$ cat config.mk
export PLATFORM = sky130hd
export DESIGN_NAME = register_write_arbiter
export DESIGN_NICKNAME = d
export VERILOG_FILES = /design/src/rtl/register_write_arbiter.sv
export SDC_FILE = /design/constraint.sdc
export NUM_CORES = 1
export LEC_CHECK = 0
export BUFFER_PORTS_ARGS = -buffer_cell sky130_fd_sc_hd__buf_4
export CAP_MARGIN = 0
export CORE_MARGIN = 2
export CORE_UTILIZATION = 35
export DETAILED_ROUTE_END_ITERATION = 10
export PLACE_DENSITY = 0.62
export RECOVER_POWER = 100
export SLEW_MARGIN = 20
export SYNTH_ARGS = -nofsm -noshare
export SYNTH_HDL_FRONTEND = slang
export SYNTH_SLANG_ARGS = --single-unit
$ cat constraint.sdc
create_clock -name clk -period 2.8 [get_ports clk]
set_input_delay 0.7 -clock clk [delete_from_list [all_inputs] [get_ports clk]]
set_output_delay 0.7 -clock clk [all_outputs]
set_load 0.1 [all_outputs]
$ cat src/rtl/register_write_arbiter.sv
// Round-robin arbiter granting R requesters one write each into a shared
// load-enabled register; a two-state FSM spaces writes at least two cycles apart.
module register_write_arbiter #(
    parameter  int N  = 8,
    parameter  int R  = 4,
    parameter  int CW = 16,
    localparam int PW = (R > 1) ? $clog2(R) : 1
) (
    input  logic           clk,
    input  logic           reset,
    input  logic [R-1:0]   req,
    input  logic [R*N-1:0] req_data,
    input  logic           lock,
    output logic [R-1:0]   grant,
    output logic           load_signal,
    output logic [N-1:0]   data_input,
    output logic           busy,
    output logic [PW-1:0]  last_grantee,
    output logic [CW-1:0]  write_count
);

    typedef enum logic {IDLE, LOAD} state_t;

    state_t          state_q, state_d;
    logic [PW-1:0]   ptr_q, ptr_d;
    logic [R-1:0]    grant_d;
    logic            load_d;
    logic            busy_d;
    logic [N-1:0]    data_d;
    logic [PW-1:0]   last_d;
    logic [CW-1:0]   count_d;

    logic            found;
    logic [PW-1:0]   win;
    logic [PW:0]     cand_sum;
    logic [PW-1:0]   cand;
    logic [N-1:0]    sel_data;

    // Search starts at ptr and wraps, so the first hit is the round-robin winner.
    always_comb begin
        found    = 1'b0;
        win      = '0;
        cand_sum = '0;
        cand     = '0;
        for (int k = 0; k < R; k++) begin
            cand_sum = {1'b0, ptr_q} + (PW+1)'(k);
            if (cand_sum >= (PW+1)'(R))
                cand_sum = cand_sum - (PW+1)'(R);
            cand = cand_sum[PW-1:0];
            if (!found && req[cand]) begin
                found = 1'b1;
                win   = cand;
            end
        end
    end

    always_comb begin
        sel_data = '0;
        for (int i = 0; i < R; i++)
            if (win == PW'(i))
                sel_data = req_data[i*N +: N];
    end

    always_comb begin
        state_d = state_q;
        ptr_d   = ptr_q;
        grant_d = '0;
        load_d  = 1'b0;
        busy_d  = 1'b0;
        data_d  = data_input;
        last_d  = last_grantee;
        count_d = write_count;
        case (state_q)
            IDLE: begin
                if (!lock && found) begin
                    state_d      = LOAD;
                    grant_d[win] = 1'b1;
                    load_d       = 1'b1;
                    busy_d       = 1'b1;
                    data_d       = sel_data;
                    last_d       = win;
                    ptr_d        = (win == PW'(R-1)) ? '0 : win + PW'(1);
                    count_d      = write_count + CW'(1);
                end
            end
            LOAD: begin
                // Strobes drop; data_input keeps the value just written.
                state_d = IDLE;
            end
            default: state_d = IDLE;
        endcase
    end

    always_ff @(posedge clk or posedge reset) begin
        if (reset) begin
            state_q      <= IDLE;
            ptr_q        <= '0;
            grant        <= '0;
            load_signal  <= 1'b0;
            busy         <= 1'b0;
            data_input   <= '0;
            last_grantee <= '0;
            write_count  <= '0;
        end else begin
            state_q      <= state_d;
            ptr_q        <= ptr_d;
            grant        <= grant_d;
            load_signal  <= load_d;
            busy         <= busy_d;
            data_input   <= data_d;
            last_grantee <= last_d;
            write_count  <= count_d;
        end
    end

endmodule

* Yosys cells after proc, flatten, opt, wreduce, memory -nomap -nowiden *
Index checks and enable logic that the tools add are counted.

operators by class
  $add $sub $neg = 9
  magnitude comparators = 10
  equal/unequal tests = 3
  muxes and demuxes = 32
  bitwise gates (word level) = 1
  reductions and logical operators = 11

operator list
  operator               count
  $mux 8                 4
  $mux 2                 9
  $add 16x1->16 const B  1
  $lt 2x3->1 const B     5
  $mux 1                 11
  $ge 3x3->1 const B     3
  $bmux 1 s2             4
  $mux 4                 2
  $sub 2x1->2 const B    4
  $add 2x2->3 const B    2
  $logic_and 1x1->1      5
  $eq 2x2->1 const B     2
  $logic_not 1->1        4
  $add 2x1->3 const B    1
  $ge 2x3->1 const B     1
  $add 2x1->2 const B    1
  $demux 1 s2            1
  $eq 2x1->1 const B     1
  $ge 2x1->1 const B     1
  $logic_not 2->1        1
  $pmux 1 s2             1
  $reduce_and 2->1       1
  $not 1->1              1

word-level totals
  bits in registers = 34
  output and inout port bits = 32
  word-level logic and storage cells = 73

* Depth between registers and ports, before layout *
  word-level depth = 20
  mapped depth = 11
  mapped depth without buffers = 9

* Worst setup path after synthesis *
Ideal clock, no wire load.

  path kind = input to register
  start = input port req[2]
  end = register data_input[3]
  setup time = 124 ps
  arrival = 2256 ps
  setup slack = 420 ps
  stages on the path = 10
  path buffers = 2
  cell sequence = inv_1 > o22ai_1 > o21ai_0 > nor2b_1 > ha_1 > clkbuf_1 > clkbuf_1 > a21oi_1 > a22oi_1 > a21oi_2

on the way
  word-level cells in the longest chain between the ends = 17
  elaborated cells between the ends (all ways) = 32
  those cells by class = eq/ne (3); mux (20); reduce/logical (9)

ends and longest elaborated chain
  element                       line  text
  from (decl)                   11    input logic [R-1:0] req,
  $bmux 1 s2                    50    if (!found && req[cand]) begin
  $mux 1 (implied by the code)  50
  $mux 1                        50
  $logic_not 1->1               50
  $logic_and 1x1->1             50
  $mux 1                        50
  $logic_not 1->1               50
  $logic_and 1x1->1             50
  $mux 1                        50
  $logic_not 1->1               50
  $logic_and 1x1->1             50
  $mux 2 *                      50
  net win[0]                    34    logic [PW-1:0] win;
  $logic_not 2->1               60    if (win == PW'(i))
  $mux 8 (3 in a row)           60
  $mux 8 *                      60
  to (signal assigned)          110   data_input <= data_d;
  to (decl)                     16    output logic [N-1:0] data_input,

Mark *: on every way through the listed nets, which the timed path passes. The rest lies on a longest branch. The select of a mux whose other input is x is not followed.
A chain may end at the register's enable or synchronous reset.

* Worst setup path in the final report *
  start = input port req[1]
  end = register data_input[1]

on the way
  word-level cells in the longest chain between the ends = 17
  elaborated cells between the ends (all ways) = 32
  those cells by class = eq/ne (3); mux (20); reduce/logical (9)

ends and longest elaborated chain
  element                       line
  $bmux 1 s2                    50
  $mux 1 (implied by the code)  50
  $mux 1                        50
  $logic_not 1->1               50
  $logic_and 1x1->1             50
  $mux 1                        50
  $logic_not 1->1               50
  $logic_and 1x1->1             50
  $mux 1                        50
  $logic_not 1->1               50
  $logic_and 1x1->1             50
  $mux 2                        50
  $logic_not 2->1               60
  $mux 8 (4 in a row)           60

Parallel ways exist; a longest one is shown, timed or not. The select of a mux whose other input is x is not followed.

==> key figures <==
Clock network
  – Total setup buffers inserted after CTS: 0
  – Hold bufs inserted after CTS: 0
  – Cell chosen for the clock root: sky130_fd_sc_hd__clkbuf_8
  – Clock latency reported for the late side of the worst-skew pair: roughly 290 ps
  – Number of sinks driven by the clock tree: 33
  – H-tree depth reported by CTS: 2
  – Clock buffer depth: 2
  – Total CTS buffers: 5
  – Clock tree from TritonCTS: yes
  – CTS clk-pin slew, worst paths: 70 ps
  – Number of gates given a new drive strength after cts: 0

Worst setup path
  – Kind of start point of the critical path: primary input
  – Cells on worst reg2reg path: 8
  – Peak fanout along the critical path: 17
  – Worst path required time: 2970 ps
  – Crit end category: register
  – Crit Path Category: in2reg
  – Data arrival time of the critical path: 2590 ps

Drt
  – Wirelength, routed: about 4200 microns
  – Vias per inst: 4.75
  – Detailed-route DRC error count: 0
  – Number of DRC markers in iteration 0: between 50 and 60
  – Via count of the routed design: 1528
  – Post-detailed-route wirelength per cell: 13.0 microns
  – Count of TritonRoute iterations in the first routing pass: 4
  – Count of nets left with antenna violations after detail routing: 0

STA
  – Setup Total Neg Slack: 0 ps
  – Unrepaired setup endpoints after global routing: false
  – Max Clock Freq: about 410 MHz
  – Period minus WS final: 2420 ps
  – Worst slew slack as a fraction of its limit: -0.198
  – Max-slew violation total from the final report: 34
  – Max Clock Skew: 9.31 ps
  – Slew @ Worst Pin: 1800 ps
  – Hold violation count in the final report: 0
  – Part of the cycle the worst path needs: 0.865
  – Count of final setup violators: 0

Synth
  – Prevailing post-synth register cell: sky130_fd_sc_hd__dfrtp_1
  – Count of warnings emitted by yosys: 0
  – Leading cell types by total area after synthesis: sky130_fd_sc_hd__dfrtp_1 47%, sky130_fd_sc_hd__a21oi_1 7.1%, sky130_fd_sc_hd__xnor2_1 7.0%
  – Number of enable-type register cells in the synthesized netlist: 0
  – Mapped Area: 1760 sq um
  – Top cells by instance count after synthesis: 33 x sky130_fd_sc_hd__dfrtp_1, 25 x sky130_fd_sc_hd__a21oi_1, 18 x sky130_fd_sc_hd__nand2_1
  – Post-synthesis async set-or-reset flop share: 1.00
  – Number of unique standard cell types used by synthesis: 34
  – Fraction of the yosys area taken by sequential cells: 0.470
  – Synthesized netlist net count: 230
  – Post-synthesis instance total: 186
  – Average footprint of a synthesized cell: 9.45 sq um
  – Cell type with the highest aggregate area in the netlist: sky130_fd_sc_hd__dfrtp_1
  – Count leader, synth: sky130_fd_sc_hd__dfrtp_1
  – Register bit count reported by yosys: 33
  – Top cell type's share of synthesized area: 0.470

Global routing
  – Global Route met1 Usage: 0.199
  – Antenna violations before repair: 0
  – Global routing usage on met2: 0.250
  – Sum of overflow across all layers after global routing: 0
  – Global Route met3 Usage: 0.0509
  – Number of global-route vias before repair: 1448
  – Wire length of the first global-routing pass: 6560 microns
  – Overall routing resource usage: 0.157
  – Layer carrying the most global-route usage: met2
  – Pin count of the biggest net entering global routing: 34

Placement
  – Routability-driven placement congestion ratio: about 0.72
  – Port Buffers: 70
  – HPWL Detailed: between 2000 and 3000 microns

Die
  – Effective utilization at floorplan: 0.367
  – Area of the core region: 4790 sq um
  – I/O pin count: 71
  – Number of standard-cell rows in the floorplan: 25
  – Total die area: 5610 sq um
  – Die Y: 74.9 microns
  – Die width: 74.9 microns

Final layout
  – Number of nets in the layout: 298
  – N_diodes: 0
  – Area growth from synthesis to layout: 28.1%
  – Final core area utilization: 0.471
  – Share of cells above drive strength 1: 0.192

Pwr
  – Internal power: 0.00107 W
  – Leakage power figure: 1.04 nW
  – Clock power frac: 0.132
  – Seq pwr share: 0.276
  – Worst IR drop on VDD: between 500 and 600 uV
  – Switching fraction of total power: 0.586
  – Power density over cell area: 1150 nW/um^2
  – Gate power share: 0.593
  – Switching power: 0.00152 W

Job
  – Number of max-cap violations: 1

Run status
  – Result of the run: finished with violations
  – Violated checks: capacitance limit, slew limit

Hold path
  – Hold/Removal Path Class: reg2reg
  – Hold-critical path depth: 1
registers in the layout, summed over array words and instances, names as in the netlist:
register and flops:
write_count 16, grant 4, last_grantee 2, busy 1, ptr_q 2, data_input 8
per-layer routing:
| metal | part of all wire | vias to the layer above |
|---|---|---|
| met5 | 0 | - |
| met3 | 0.054 | 5 |
| met4 | 0.014 | 0 |
| met1 | 0.45 | 711 |
| met2 | 0.48 | 37 |
| li1 | - | 775 |
final cells by class:
type	count	area [sq um]
multi-input combinational	127	779
inverter	14	60.1
tap	67	83.8
clock inverter	2	10.0
sequential	33	826
timing repair buffer	73	420
fill	503	2530
clock buffer	6	72.6
power groups by stage:
stage / combinational [W] / clock, W / sequential, W
2_1_floorplan: 0.000450 / 0 / 0.00157
3_3_place_gp: 0.00165 / 0 / 0.000723
3_5_place_dp: 0.00166 / 0 / 0.000726
4_1_cts: 0.00166 / 0.000355 / 0.000717
5_1_grt: 0.00164 / 0.000374 / 0.000736
6_report: 0.00154 / 0.000342 / 0.000715
through the flow:
| stage | setup WS, ps | total power (W) | std cells | hold WS (ps) | instance area, sq um |
|---|---|---|---|---|---|
| global route | 200 | 0.00275 | 322 | 493 | 2250 |
| CTS | 432 | 0.00273 | 322 | 477 | 2400 |
| finish | 378 | 0.00259 | 322 | 467 | 2250 |
| global placement | 248 | 0.00237 | 314 | 463 | 2310 |
| floorplan | 420 | 0.00202 | 186 | 501 | 1760 |
| detailed placement | 157 | 0.00238 | 314 | 468 | 2310 |
kinds of logic (layout without fill, tap and decap cells):
kind of cell / count (synthesis) / after routing / share of synthesized area
compound gates: 52 / 52 / 0.172
xor+xnor: 15 / 15 / 0.0747
fa+ha+maj: 5 / 5 / 0.0356
buf+inv: 26 / 95 / 0.0776
flops: 33 / 33 / 0.470
mux: 1 / 1 / 0.00854
simple gates: 54 / 54 / 0.162
cell usage in the layout (no fill, tap or decap), drive strengths merged, types with 8 or more instances in the layout:
cell type,Yosys,routed
clkbuf,7,41
buf,5,38
dfrtp,33,33
a21oi,27,27
nand2,18,18
xnor2,14,14
inv,14,14
o21ai,12,12
nor2,10,10
a22oi,8,8
nand4,8,8
worst max-delay path: stages:
cell and delay, ps:
sky130_fd_sc_hd__clkbuf_1 230, sky130_fd_sc_hd__o22ai_1 100, sky130_fd_sc_hd__o21ai_0 310, sky130_fd_sc_hd__o21ai_0 210, sky130_fd_sc_hd__ha_1 460, sky130_fd_sc_hd__a21oi_1 210
sky130_fd_sc_hd__o21ai_0 130, sky130_fd_sc_hd__a22oi_1 150, sky130_fd_sc_hd__a21oi_1 90
worst paths after layout:
check	endpoint	from	slack (ps)
hold reg to reg	write_count[15]$_DFFE_PP0P_	write_count[15]$_DFFE_PP0P_	470
min in group asynchronous	data_input[7]$_DFFE_PP0P_	reset	1060
setup / recovery	data_input[1]$_DFFE_PP0P_	req[1]	380
hold / removal	write_count[15]$_DFFE_PP0P_	write_count[15]$_DFFE_PP0P_	470
setup reg to reg	data_input[1]$_DFFE_PP0P_	ptr_q[0]$_DFFE_PP0P_	580
max in group asynchronous	write_count[15]$_DFFE_PP0P_	reset	710
(Power assumes the default switching activity.)
